### src/rtl/pixel_dispatcher_if.sv
// Job-port bundle between the pixel dispatcher and the ray-tracing core array.
// Handshake: a job moves on core i in any cycle where job_valid[i] and
// job_ready[i] are both high at the rising edge of aclk. Once job_valid[i]
// rises, it stays high and job_x/job_y stay stable until that transfer.
// job_valid is one-hot or zero. Ready on a port that is not offered a job
// has no effect.
interface pixel_dispatcher_if #(
  parameter int CW    = 12,
  parameter int NCORE = 4
);
  logic [NCORE-1:0] job_valid;
  logic [NCORE-1:0] job_ready;
  logic [CW-1:0]    job_x;
  logic [CW-1:0]    job_y;

  modport master (output job_valid, output job_x, output job_y, input job_ready);
  modport slave  (input job_valid, input job_x, input job_y, output job_ready);
endinterface

### src/rtl/pixel_dispatcher.sv
// Frame-level scheduler for the ray-tracing cores. It walks pixels in raster
// order, offers one job at a time to cores in strict round-robin order, and
// tracks pixels leaving the reorder buffer to produce SOF/EOL sideband and a
// frame_done pulse.
// Optional feature: define DISPATCH_PERF_EN to add perf_cycles/perf_stall.
module pixel_dispatcher #(
  parameter int CW    = 12,
  parameter int NCORE = 4
) (
  input  logic            aclk,
  input  logic            aresetn,
  input  logic            start,
  input  logic [CW-1:0]   cfg_width,
  input  logic [CW-1:0]   cfg_height,
  input  logic [2:0]      no_of_extra_cores,
  pixel_dispatcher_if.master job,
  input  logic            pix_accept,
  output logic            out_sof,
  output logic            out_eol,
  output logic            busy,
  output logic            frame_done,
  output logic [1:0]      dbg_state
`ifdef DISPATCH_PERF_EN
  ,
  output logic [31:0]     perf_cycles,
  output logic [31:0]     perf_stall
`endif
);

  localparam int CURW = (NCORE > 1) ? $clog2(NCORE) : 1;
  localparam int MAXC = (NCORE < 4) ? NCORE - 1 : 3;

  typedef enum logic [1:0] {
    IDLE     = 2'd0,
    DISPATCH = 2'd1,
    DRAIN    = 2'd2,
    DONE     = 2'd3
  } state_t;

  state_t            state, state_d;
  logic [CW-1:0]     w_q, h_q;
  logic [CURW-1:0]   last_cur;
  logic [CURW-1:0]   cursor;
  logic [2*CW-1:0]   total;
  logic [2*CW-1:0]   emitted;
  logic [CW-1:0]     x, y, ex, ey;
  logic [2:0]        ext_clamped;
  logic              launch, job_acc, emit_acc;
  logic              x_last, y_last, ex_last, ey_last;

  // Clamp the extra-core count to the cores that physically exist.
  assign ext_clamped = (no_of_extra_cores > 3'(MAXC)) ? 3'(MAXC) : no_of_extra_cores;

  assign launch   = (state == IDLE) && start;
  assign job_acc  = (state == DISPATCH) && job.job_ready[cursor];
  assign emit_acc = pix_accept && ((state == DISPATCH) || (state == DRAIN));
  assign x_last   = (x == w_q - CW'(1));
  assign y_last   = (y == h_q - CW'(1));
  assign ex_last  = (ex == w_q - CW'(1));
  assign ey_last  = (ey == h_q - CW'(1));

  assign busy      = (state != IDLE);
  assign out_sof   = busy && (ex == '0) && (ey == '0);
  assign out_eol   = busy && ex_last;
  assign job.job_x = x;
  assign job.job_y = y;
  assign dbg_state = state;

  // State register.
  always_ff @(posedge aclk or negedge aresetn) begin
    if (!aresetn) state <= IDLE;
    else          state <= state_d;
  end

  // Next-state logic, one-hot job offer and the frame_done pulse.
  always_comb begin
    state_d       = state;
    frame_done    = 1'b0;
    job.job_valid = '0;
    case (state)
      IDLE: begin
        if (start) state_d = ((cfg_width == '0) || (cfg_height == '0)) ? DONE : DISPATCH;
      end
      DISPATCH: begin
        job.job_valid[cursor] = 1'b1;
        if (job_acc && x_last && y_last) state_d = DRAIN;
      end
      DRAIN: begin
        if (emitted == total) state_d = DONE;
      end
      DONE: begin
        frame_done = 1'b1;
        state_d    = IDLE;
      end
      default: state_d = IDLE;
    endcase
  end

  // Config latch, job cursor/coordinates and emit counters.
  always_ff @(posedge aclk or negedge aresetn) begin
    if (!aresetn) begin
      w_q      <= '0;
      h_q      <= '0;
      last_cur <= '0;
      total    <= '0;
      x        <= '0;
      y        <= '0;
      cursor   <= '0;
      ex       <= '0;
      ey       <= '0;
      emitted  <= '0;
    end else if (launch) begin
      w_q      <= cfg_width;
      h_q      <= cfg_height;
      last_cur <= ext_clamped[CURW-1:0];
      total    <= (2*CW)'(cfg_width) * (2*CW)'(cfg_height);
      x        <= '0;
      y        <= '0;
      cursor   <= '0;
      ex       <= '0;
      ey       <= '0;
      emitted  <= '0;
    end else begin
      if (job_acc) begin
        x      <= x_last ? '0 : x + CW'(1);
        if (x_last) y <= y_last ? '0 : y + CW'(1);
        cursor <= (cursor == last_cur) ? '0 : cursor + CURW'(1);
      end
      if (emit_acc) begin
        ex      <= ex_last ? '0 : ex + CW'(1);
        if (ex_last) ey <= ey_last ? '0 : ey + CW'(1);
        emitted <= emitted + (2*CW)'(1);
      end
    end
  end

`ifdef DISPATCH_PERF_EN
  // Frame cycle count and dispatch stall count; cleared at start, held after DONE.
  always_ff @(posedge aclk or negedge aresetn) begin
    if (!aresetn) begin
      perf_cycles <= '0;
      perf_stall  <= '0;
    end else if (launch) begin
      perf_cycles <= '0;
      perf_stall  <= '0;
    end else begin
      if (busy) perf_cycles <= perf_cycles + 32'd1;
      if ((state == DISPATCH) && !job.job_ready[cursor]) perf_stall <= perf_stall + 32'd1;
    end
  end
`endif

endmodule

### src/flat_wrapper.sv
// flat-port wrapper written by rule: the top's interface ports become plain ports
module pixel_dispatcher_flat 
#(
  parameter int CW    = 12,
  parameter int NCORE = 4
)
  (aclk, aresetn, start, cfg_width, cfg_height, no_of_extra_cores, pix_accept, out_sof, out_eol, busy, frame_done, dbg_state, job_job_valid, job_job_x, job_job_y, job_job_ready);
  pixel_dispatcher_if #(.CW(CW), .NCORE(NCORE)) job_i ();
  input  logic aclk;
  input  logic aresetn;
  input  logic start;
  input  logic [CW-1:0] cfg_width;
  input  logic [CW-1:0] cfg_height;
  input  logic [2:0] no_of_extra_cores;
  input  logic pix_accept;
  output logic out_sof;
  output logic out_eol;
  output logic busy;
  output logic frame_done;
  output logic [1:0] dbg_state;
  output wire logic [$bits(job_i.job_valid)-1:0] job_job_valid;
  output wire logic [$bits(job_i.job_x)-1:0] job_job_x;
  output wire logic [$bits(job_i.job_y)-1:0] job_job_y;
  input wire logic [$bits(job_i.job_ready)-1:0] job_job_ready;
  assign job_job_valid = job_i.job_valid;
  assign job_job_x = job_i.job_x;
  assign job_job_y = job_i.job_y;
  assign job_i.job_ready = job_job_ready;
  pixel_dispatcher #(.CW(CW), .NCORE(NCORE)) u_core (.aclk(aclk), .aresetn(aresetn), .start(start), .cfg_width(cfg_width), .cfg_height(cfg_height), .no_of_extra_cores(no_of_extra_cores), .job(job_i), .pix_accept(pix_accept), .out_sof(out_sof), .out_eol(out_eol), .busy(busy), .frame_done(frame_done), .dbg_state(dbg_state));
endmodule
### config.mk
export PLATFORM = sky130hd
export DESIGN_NAME = pixel_dispatcher_flat
export DESIGN_NICKNAME = d
export VERILOG_FILES = /design/src/rtl/pixel_dispatcher_if.sv /design/src/rtl/pixel_dispatcher.sv /design/src/flat_wrapper.sv
export SDC_FILE = /design/constraint.sdc
export NUM_CORES = 1
export LEC_CHECK = 0
export BUFFER_PORTS_ARGS = -buffer_cell sky130_fd_sc_hd__buf_2
export CAP_MARGIN = 15
export CORE_ASPECT_RATIO = 2
export CORE_MARGIN = 10
export CORE_UTILIZATION = 31
export CTS_BUF_LIST = sky130_fd_sc_hd__clkbuf_4 sky130_fd_sc_hd__clkbuf_8
export DETAILED_ROUTE_END_ITERATION = 10
export PLACE_DENSITY = 0.54
export SYNTH_ARGS = -nofsm -noshare
export SYNTH_HDL_FRONTEND = slang
export SYNTH_SLANG_ARGS = --single-unit
### constraint.sdc
create_clock -name aclk -period 4.1 [get_ports aclk]
set_input_delay 0.41 -clock aclk [delete_from_list [all_inputs] [get_ports aclk]]
set_output_delay 0.41 -clock aclk [all_outputs]
set_load 0.03 [all_outputs]
* Word level (Yosys, flattened, before mapping)
Cells that the tools add are included. W data, S select, Z words.
Word-level totals: flip-flop bits (word level) 126, input port bits 35, output and inout bits 34
Operators by class: add/sub/neg operators 8, multipliers 1, order comparisons 3, eq/ne operators 12, muxes and demuxes 31, reductions and logical operators 24
Operators with widths (number):
- $mux W12 | 14
- $add A12 B1 Y12 const B | 4
- $eq A12 B12 Y1 | 4
- $logic_not A12 Y1 | 4
- $mux W24 | 2
- $add A24 B1 Y24 const B | 1
- $eq A24 B24 Y1 | 1
- $mul A12 B12 Y24 | 1
- $sub A12 B1 Y12 const B | 2
- $mux W2 | 8
- $reduce_bool A2 Y1 | 5
- $logic_and A1 B1 Y1 | 9
- $pmux W2 S4 | 1
- $ne A2 B2 Y1 const B | 3
- $eq A2 B2 Y1 const B | 2
- $mux W4 | 1
- $reduce_and A2 Y1 | 2
- $gt A3 B2 Y1 const B | 1
- $lt A2 B3 Y1 const B | 1
- $mux W1 | 3
- $reduce_and A3 Y1 | 1
- $add A2 B1 Y2 const B | 1
- $bmux W1 S2 | 1
- $demux W1 S2 | 1
- 5 further kinds | 6

* Logic depth before layout (Yosys ltp)
word-level depth 7, depth in mapped cells 21

* Worst setup path after synthesis
OpenSTA, ideal clock, no wires.
path type input to register, start point in cfg_width[0], end point reg u_core.total[23], data arrival time 5.070 ns, setup slack -1.103 ns, stages on the path 19, cells stage by stage clkbuf_1 > nand2_1 > fa_1 > fa_1 > inv_1 > fa_1 > fa_1 > inv_1 > fa_1 > inv_1 > ha_1 > o21ai_0 > a22oi_1 > o21ai_0 > nor2_1 > a41oi_1 > o31a_1 > xnor2_1 > o21ai_0
Between the ends: longest elaborated chain between the ends 1
Ends and longest elaborated chain:
- start: declaration | line flat_wrapper.sv:12 | input logic [CW-1:0] cfg_width;
- $mul A12 B12 Y24 | line pixel_dispatcher.sv:116 | total <= (2*CW)'(cfg_width) * (2*CW)'(cfg_height);
- end signal: assignment | line pixel_dispatcher.sv:116
- end: declaration | line pixel_dispatcher.sv:44 | logic [2*CW-1:0] total;
No other way between the ends. A chain may end at the register's enable or synchronous reset.

* Final worst setup path
start point in cfg_width[1], end point reg u_core.total[22]
Same word-level chain as after synthesis.

==> summary.txt <==
Status
  • Status: complete, but fails checks
  • Failing checks: setup timing

Floorplan
  • Rows: 102
  • IO Count: 69
  • Core area: 38800 um^2
  • DIE HEIGHT: 301 um
  • Die Wd: 160 um
  • Initial Util: 0.315
  • Die area: 48200 um^2

Clock network
  • Worst-case clock buffer depth: 2
  • CTS tree: built
  • CTS clk-pin slew, worst paths: 0.08 ns
  • CTS Root Cell: clkbuf_8
  • CTS buffer count: 17
  • Clk Latency, worst-skew pair: 0.48 ns
  • H-tree depth: 4
  • Clock Sinks: 126

Power and ir drop
  • Leakage: 7.26 nW
  • P per Cell Area: 667 nW/um^2
  • Peak supply drop: 0.365 mV

Global routing
  • GRT overflow: 0
  • Largest net degree at the start of global routing: 72
  • Antenna violations before repair: 1
  • Global-route wire length before repair: 58100 um
  • Gr usage total: 0.151
  • Vias in the first global route: 11100

STA
  • Final setup margin: -0.446 ns
  • Final period utilization: 1.11
  • RSZ-0062 raised after global routing: true
  • Hold slack: 0.201 ns
  • Worst-Margin Slew: 0.935 ns
  • Hold Vio Cnt, Final: 0
  • Highest clock rate: 0.220 GHz
  • Tmin final: 4.55 ns
  • Final setup vio count: 11
  • Setup tns final: -2.59 ns
  • Slew margin rel.: 0.372
  • Final Max Slew Viols: 0
  • Skew final: 0.0121 ns

Place
  • Port Buffers: 68
  • Area after DPL: 13900 um^2
  • Detail Placement HPWL: 29000 um
  • GP Congestion: 0.900

Setup path
  • WS Path Type: primary input to flip-flop
  • Startpoint types: primary input
  • Worst-path fanout max: 5
  • R2R depth: 12
  • Reg2reg end: u_core.dbg_state[0]
  • CP Cell Sequence: buf_4, and2_1, fa_1, fa_1, fa_1, fa_1, inv_1, fa_1, inv_2, ha_4, o21ai_2, a22oi_2, o211ai_1, a21oi_1, nand2b_4, nand3_2, or4_1, nand4_1
  • Required time of the critical path: 4.51 ns
  • Internal reg-to-reg setup slack: 0.49 ns
  • CP max stage cell: fa_1
  • Worst setup EP type: flip-flop
  • Crit-path max cell delay: 0.56 ns
  • Worst endpoint data arrival time: 4.96 ns
  • Worst reg2reg startpoint: u_core.w_q[1]
  • Most frequent cell on the critical path: fa_1

Synthesis
  • Yosys top cell by area: dfrtp_1
  • Mapped Area: 12200 um^2
  • Share of the synthesized area in the top cell type: 0.258
  • Asr flop ratio synth: 1.00
  • Count of flip-flops with a built-in enable after synthesis: 0
  • Proportion of synthesized chip area in sequential cells: 0.258
  • Number of synthesized register bits: 126
  • Syn Area/Cell: 8.65 um^2
  • Syn Inst Count: 1412
  • Post-synth top flop: dfrtp_1
  • Yosys Warn Count: 0
  • Mapped Nets: 1627
  • Cell variety after synth: 61
  • Synth area leaders: dfrtp_1 (26%), fa_1 (16%), ha_1 (8.2%), nand2_1 (7.6%), xor2_1 (5.2%)

Drt
  • DR WL/cell: 17.1 um
  • Vias per inst: 4.90
  • Residual DRC: 0
  • First-iteration detailed-routing DRC count: 533
  • DR pass1 iterations: 5
  • Routed Antenna Nets: 0
  • Post-Route WL: 35800 um
  • Vias: 10300

Cells and area
  • Layout cells sized above 1: 0.207
  • Final instance area: 14900 um^2
  • Final Net Count: 1775
  • Area grow syn2layout: 22.2%

Job
  • Max Cap Viol: 0

Min path
  • HP Class: primary input to flip-flop
  • Hold depth: 3
  • Hold Startpoint: no_of_extra_cores[1]
  • Worst Hold End: u_core.last_cur[1]
==> cell usage in the layout (no fill, tap or decap), types with 50 or more instances in the layout <==
master,n
and2_1,52
buf_4,111
buf_2,50
ha_1,63
nand2_1,235
inv_1,153
fa_1,93
dfrtp_1,126
xor2_1,72
nor2_1,78
==> power by group <==
| part | internal (mW) | leakage [nW] | total, mW | switching [mW] |
|---|---|---|---|---|
| clock network | 0.545 | 0.178 | 1.11 | 0.566 |
| registers | 1.55 | 1.67 | 1.96 | 0.411 |
| logic | 3.35 | 5.41 | 6.87 | 3.52 |
| total | 5.44 | 7.26 | 9.94 | 4.50 |
==> through the flow <==
stage | total power [mW] | utilization | setup WS (ns) | cells
floorplan | 6.02 | - | -0.721 | 1412
global placement | 7.98 | 0.359 | -1.07 | 2043
detailed placement | 8.07 | 0.359 | -1.16 | 2043
CTS | 9.99 | 0.383 | -0.398 | 2094
global route | 10.8 | 0.384 | -0.587 | 2094
finish | 9.94 | 0.384 | -0.446 | 2094
==> kinds of logic after synthesis <==
logic type | after synthesis | synth area share
flops | 126 | 0.258
mux | 11 | 0.0102
compound gates | 157 | 0.0804
buf+inv | 226 | 0.0698
fa+ha+maj | 181 | 0.247
xor+xnor | 133 | 0.108
simple gates | 578 | 0.227
==> metal layers <==
metal,vias up,share of wire,track usage
li1,4901,-,-
met2,239,0.55,0.289
met5,-,0,0
met4,0,0.048,0.0832
met3,89,0.027,0.0212
met1,5037,0.37,0.151
==> worst max-delay path by stage <==
stage	startpoint	end	slack, ns	cells past startpoint
after global placement	cfg_width[8]	u_core.total[21]	-1.07	19
final	cfg_width[1]	u_core.total[22]	-0.45	18
after CTS	cfg_width[4]	u_core.total[21]	-0.40	20
after floorplan	cfg_width[5]	u_core.total[23]	-0.72	20
after detailed placement	cfg_height[5]	u_core.total[23]	-1.16	20
after global routing	cfg_height[8]	u_core.total[22]	-0.59	20
==> synthesized netlist by cell type (14+ instances only) <==
library cell / count
clkbuf_1: 58
fa_1: 100
nor3_1: 25
nor2_1: 79
nor4_1: 27
and3_1: 16
nand2_1: 247
nand3_1: 46
nand4_1: 26
dfrtp_1: 126
and2_1: 67
inv_1: 160
ha_1: 80
o21ai_0: 67
xnor2_1: 50
xor2_1: 72
a21oi_1: 25
a21o_1: 14
==> timing repair <==
| action | 4_1_cts | 5_1_grt |
|---|---|---|
| gates resized for setup | 98 | 21 |
| hold buffers | 1 | 0 |
| endpoints found under the setup margin | 14 | 14 |
| setup buffers | 21 | 5 |
| pin swaps | 56 | 16 |
| hold endpoints to repair | 69 | 0 |
==> cell type report <==
class | count | area (um^2)
diodes | 1 | 2.50
clock buffers | 17 | 234
clock inverters | 15 | 161
fillers | 4042 | 23900
inverters | 160 | 601
multi-input cells | 1060 | 8640
flip-flops and latches | 126 | 3150
well taps | 520 | 651
repair buffers | 195 | 1480
==> critical path: cells and delay by family <==
kind	cells	cell delay [ns]
buffers and inverters	3	0.25
AND/OR/NAND/NOR	5	0.88
AO/OA/AOI/OAI	4	0.64
adder cells (fa/ha/maj)	6	2.78
==> state kept, by name, summed over array words and instances (netlist names) <==
name              cells
u_core.last_cur       2
u_core.dbg_state      2
u_core.ey            12
u_core.h_q           12
u_core.cursor         2
u_core.job.job_y     12
u_core.job.job_x     12
u_core.ex            12
u_core.total         24
u_core.emitted       24
u_core.w_q           12
(Power assumes the default switching activity.)
